File: config.mk
export PLATFORM = sky130hd
export DESIGN_NAME = acc_cpu_ctrl
export DESIGN_NICKNAME = d
export VERILOG_FILES = /design/src/rtl/acc_cpu_ctrl.sv
export SDC_FILE = /design/constraint.sdc
export NUM_CORES = 1
export LEC_CHECK = 0
export BUFFER_PORTS_ARGS = -buffer_cell sky130_fd_sc_hd__buf_2
export CORE_ASPECT_RATIO = 1.2
export CORE_MARGIN = 2
export CORE_UTILIZATION = 30
export DETAILED_ROUTE_END_ITERATION = 6
export PLACE_DENSITY = 0.56
export SLEW_MARGIN = 30
export SYNTH_ARGS = -nofsm -noshare
export SYNTH_HDL_FRONTEND = slang
export SYNTH_SLANG_ARGS = --single-unit
File: constraint.sdc
create_clock -name clk -period 4.19 [get_ports clk]
set_clock_uncertainty 0.2 [all_clocks]
set_input_delay 1.257 -clock clk [delete_from_list [all_inputs] [get_ports clk]]
set_output_delay 1.257 -clock clk [all_outputs]
set_load 0.05 [all_outputs]
File: src/rtl/acc_cpu_ctrl.sv
`timescale 1ns/1ps
// acc_cpu_ctrl: fetch/decode/execute controller for an 8-bit accumulator machine.
// Instructions are {opcode[2:0], addr[4:0]} words held in an external 32x8 RAM
// with a registered read port. The RAM's read data is valid one cycle after the
// address is presented.
module acc_cpu_ctrl #(
  parameter int DATA_W = 8,
  parameter int ADDR_W = 5
) (
  input  logic              clk,
  input  logic              reset,
  input  logic [DATA_W-1:0] MEM_RDATA,
  output logic [ADDR_W-1:0] MEM_ADDR,
  output logic              MEM_WRITE,
  output logic [DATA_W-1:0] MEM_WDATA,
  input  logic [DATA_W-1:0] IN_DATA,
  input  logic              IN_VALID,
  output logic              IN_READY,
  output logic [DATA_W-1:0] A_OUT,
  output logic [ADDR_W-1:0] PC_OUT,
  output logic              HALTED
);

  typedef enum logic [2:0] {
    S_FETCH  = 3'd0,
    S_DECODE = 3'd1,
    S_EXEC   = 3'd2,
    S_MEM    = 3'd3,
    S_INPUT  = 3'd4,
    S_HALT   = 3'd5
  } state_t;

  typedef enum logic [2:0] {
    OP_LOAD  = 3'b000,
    OP_STORE = 3'b001,
    OP_ADD   = 3'b010,
    OP_SUB   = 3'b011,
    OP_IN    = 3'b100,
    OP_JZ    = 3'b101,
    OP_JPOS  = 3'b110,
    OP_HALT  = 3'b111
  } op_t;

  state_t              state;
  state_t              state_nxt;
  logic [ADDR_W-1:0]   pc;
  logic [DATA_W-1:0]   acc;
  logic [DATA_W-1:0]   ir;
  op_t                 op;
  logic [ADDR_W-1:0]   ir_addr;
  logic                jump;

  assign op      = op_t'(ir[DATA_W-1:ADDR_W]);
  assign ir_addr = ir[ADDR_W-1:0];

  // Branch decision uses the accumulator as left by the previous instruction.
  assign jump = ((op == OP_JZ)   && (acc == '0)) ||
                ((op == OP_JPOS) && !acc[DATA_W-1] && (acc != '0));

  assign MEM_WDATA = acc;
  assign A_OUT     = acc;
  assign PC_OUT    = pc;

  // State register.
  always_ff @(posedge clk) begin
    if (reset) state <= S_FETCH;
    else       state <= state_nxt;
  end

  // Next-state and memory/handshake outputs.
  always_comb begin
    state_nxt = state;
    MEM_ADDR  = pc;
    MEM_WRITE = 1'b0;
    IN_READY  = 1'b0;
    HALTED    = 1'b0;
    case (state)
      S_FETCH:  state_nxt = S_DECODE;
      S_DECODE: state_nxt = S_EXEC;
      S_EXEC: begin
        MEM_ADDR = ir_addr;
        case (op)
          OP_LOAD, OP_ADD, OP_SUB: state_nxt = S_MEM;
          OP_STORE: begin
            // Gated so a reset landing on a STORE never corrupts RAM.
            MEM_WRITE = !reset;
            state_nxt = S_FETCH;
          end
          OP_IN:   state_nxt = S_INPUT;
          OP_HALT: state_nxt = S_HALT;
          default: state_nxt = S_FETCH;
        endcase
      end
      S_MEM:   state_nxt = S_FETCH;
      S_INPUT: begin
        IN_READY = 1'b1;
        if (IN_VALID) state_nxt = S_FETCH;
      end
      S_HALT:  HALTED = 1'b1;
      default: state_nxt = S_FETCH;
    endcase
  end

  // Program counter, instruction register and accumulator updates.
  always_ff @(posedge clk) begin
    if (reset) begin
      pc  <= '0;
      acc <= '0;
      ir  <= '0;
    end else begin
      case (state)
        S_DECODE: begin
          ir <= MEM_RDATA;
          pc <= pc + 1'b1;
        end
        S_EXEC: begin
          if (jump) pc <= ir_addr;
        end
        S_MEM: begin
          case (op)
            OP_LOAD: acc <= MEM_RDATA;
            OP_ADD:  acc <= acc + MEM_RDATA;
            OP_SUB:  acc <= acc - MEM_RDATA;
            default: acc <= acc;
          endcase
        end
        S_INPUT: begin
          if (IN_VALID) acc <= IN_DATA;
        end
        default: begin
        end
      endcase
    end
  end

endmodule
==> summary.txt <==
Run status
  – Status: complete, no violations

Synth
  – Largest family of logic cells by synthesized area: simple AND/OR/NAND/NOR gates
  – Synth unique cells: 51
  – Synth top cells by count: nand2_1, nor2_1, dfxtp_1
  – Cells after Synth: 239
  – Post-synth top area share: 25.5%
  – Ys Warns: 0
  – Synthesized area: around 1900 sq um
  – Top cells by area, synth: dfxtp_1, ha_1, nand2_1
  – Count leader, synth: nand2_1
  – FF+latch count, synth: 24
  – Post-synth EDFFs: 0
  – Synth Area in Adders: under 10%
  – XOR/XNOR share of the synthesized area: approximately 5.6%
  – Mux contribution to synthesized area: around 5.5%
  – Complex-gate fraction of the synthesized area: about 22%
  – Ys async rst share: 0%
  – Net Count, Synth: between 200 and 300
  – Ys flop type: dfxtp_1
  – Simple-gate share of the synthesized area: 25.5%
  – Syn Area/Cell: 7.87 sq um
  – Register area share after synthesis: 25.5%
  – Area leader, netlist: dfxtp_1

Die
  – Die footprint: between 6000 and 7000 sq um
  – Initial core utilization: 31.1%
  – Site Rows: 31
  – Die Ht: between 90 and 100 um
  – DIE WIDTH: roughly 76 um
  – I/O pin cnt: 48
  – Core ar.: around 6100 sq um

Placed design
  – HPWL Detailed: between 3000 and 4000 um
  – Pre-CTS WS: about 0.48 ns
  – Gp weighted congestion: approximately 0.87
  – I/O Buffers: 47

STA
  – Max-slew violations: 0
  – Final hold vios: 0
  – Clock period minus worst slack: about 3.4 ns
  – Final setup margin: approximately 0.76 ns
  – RSZ-0062 raised after global routing: no
  – Setup TNS: 0 ns
  – Worst-case headroom to the max-slew limit: 43.3%
  – Worst Max-Slew Pin Slew: 0.846 ns
  – Peak Freq: approximately 290 MHz
  – Fin crit share: 81.9%
  – Final setup vio count: 0

Setup path
  – Required time worst endpoint: about 4.1 ns
  – WP data arrival: 3.38 ns
  – CP Depth: 12
  – Worst path max stage delay: roughly 0.34 ns
  – CP max-delay cell: ha_1
  – Worst reg2reg endpoint: A_OUT[6]
  – Worst reg2reg path depth: 11
  – Setup crit start: MEM_RDATA[1]
  – Crit Path Class: in -> reg
  – Launching point of the worst reg2reg path: ir[6]
  – Cells traversed along the worst timing path: buf_2 -> inv_1 -> ha_1 -> nor3b_1 -> a21oi_1 -> xnor2_1 -> ha_1 -> and2_1 -> a311o_1 -> a21oi_1 -> xor2_1 -> a31oi_1
  – Worst Setup Start Kind: input port
  – Critical path capture point type: register
  – Crit path max fanout: 6
  – Worst Path Buf+Inv: 2
  – Worst path top cell family by delay: compound AO/OA/AOI/OAI gates
  – Worst setup path endpoint: A_OUT[6]
  – FF-to-FF setup slack: 1.33 ns

Clock tree
  – Hold_buf cts: 0
  – CTS buffer count: 3
  – Max Root-Sink Buffers: 2
  – # clock sinks: 24
  – Worst-Skew Late Latency: 0.27 ns
  – Setup bufs post-CTS: 0
  – CTS root buf: clkbuf_8
  – CTS clk-pin slew, worst paths: 0.09 ns
  – CTS tree: built
  – CTS HTree Levels: 1
  – Post-CTS Resized: 0

Routing
  – Vias: 1807
  – Starting DRT DRC Count: between 90 and 100
  – Routed Antenna Nets: 0
  – Residual DRC: 0
  – Vias per inst: 5.06
  – Total wire length: 4850 um
  – Drt wl/cell: between 10 and 15 um
  – Router iterations before antenna repair: 4

Final layout
  – N_diodes: 0
  – Layout overhead on the synthesized area: 16.4%
  – Share of layout cells above drive strength 1: 24.4%
  – Layout Nets: ~310

Pwr
  – Power Density: 300 nW/um^2
  – Max VDD drop: approximately 110 uV
  – Lkg Pwr: 0.000976 uW

Global routing
  – Grt met2 use: 24.3%
  – Vias in the first global route: 1678
  – GR Util All Layers: 14.5%
  – Initial antenna violation count: 0
  – Grt met1 use: 19.5%
  – Largest net degree at the start of global routing: 25
  – GRT busiest layer: met2
  – Gr ovfl total: 0
  – Met3 usage: about 2.1%
  – First-pass GRT wire length: 8310 um

Min path
  – Hold_sp: ir[3]
  – Hold Crit Class: reg -> reg

Job
  – Number of max-cap violations: 0
## layout make-up
class	instances	area [sq um]
tap	82	103
fill	682	3860
multi-input combinational	186	1250
sequential	24	480
clock buffer	4	55.1
timing repair buffer	51	265
inverter	10	37.5
## sequential cells by signal, summed over array words and instances, names as in the netlist
signal / count
PC_OUT: 5
A_OUT: 8
state: 3
ir: 8
## report_power, final
group	internal, uW	switching, uW
registers	243	21.5
clock network	84.0	80.2
logic	83.9	144
## routing by layer
metal / up-vias / share of wire (%)
met5: - / 0
met4: 0 / 1.3
met3: 6 / 3.9
met2: 41 / 49
met1: 844 / 46
li1: 916 / -
## worst register-to-register path, cell delays in order (launching register included)
cell	delay (ns)
dfxtp_1	0.42
nor2b_1	0.15
buf_4	0.23
nand2_1	0.11
nor2_1	0.11
a21oi_1	0.08
fa_1	0.46
a21o_1	0.20
a311o_1	0.35
a21oi_1	0.17
xor2_1	0.17
a31oi_1	0.09
## stage by stage
step | hold WS [ns] | area, sq um | std cells | power (uW) | util [%]
after floorplan | 0.256 | 1890 | 239 | 450 | -
after global placement | 0.276 | 2130 | 353 | 497 | 35.3
after detailed placement | 0.284 | 2130 | 353 | 498 | 35.3
after CTS | 0.310 | 2190 | 357 | 666 | 36.2
after global routing | 0.345 | 2190 | 357 | 703 | 36.2
final | 0.305 | 2190 | 357 | 656 | 36.2
## cell families after synthesis
group	Yosys count
XOR/XNOR	12
buffers and inverters	29
flip-flops	24
multiplexers	10
AND/OR/NAND/NOR	94
AO/OA/AOI/OAI	60
adder cells (fa/ha/maj)	10
## placed cells by master (no fill, tap or decap), types with 3 or more instances in the layout
cell and instances:
buf_2 47, nand2_1 29, nor2_1 27, dfxtp_1 24, a21oi_1 13, o21ai_0 12
inv_1 10, xnor2_1 9, ha_1 9, mux2i_1 8, nand2b_1 5, nand3_1 5
nor2b_1 4, nor3_1 4, a211oi_1 4, clkbuf_8 4, buf_4 4, or3b_1 3
xor2_1 3, or3_1 3, a311oi_1 3, o211ai_1 3, a211o_1 3
## worst min path at each step
stage | slack [ns] | end | cells past startpoint
finish | 0.31 | ir[3] | 2
global route | 0.35 | ir[3] | 2
CTS | 0.31 | ir[4] | 2
detailed placement | 0.28 | ir[4] | 2
global placement | 0.28 | ir[4] | 2
floorplan | 0.26 | ir[4] | 2
Note: power is estimated with default switching activity, not from simulation.
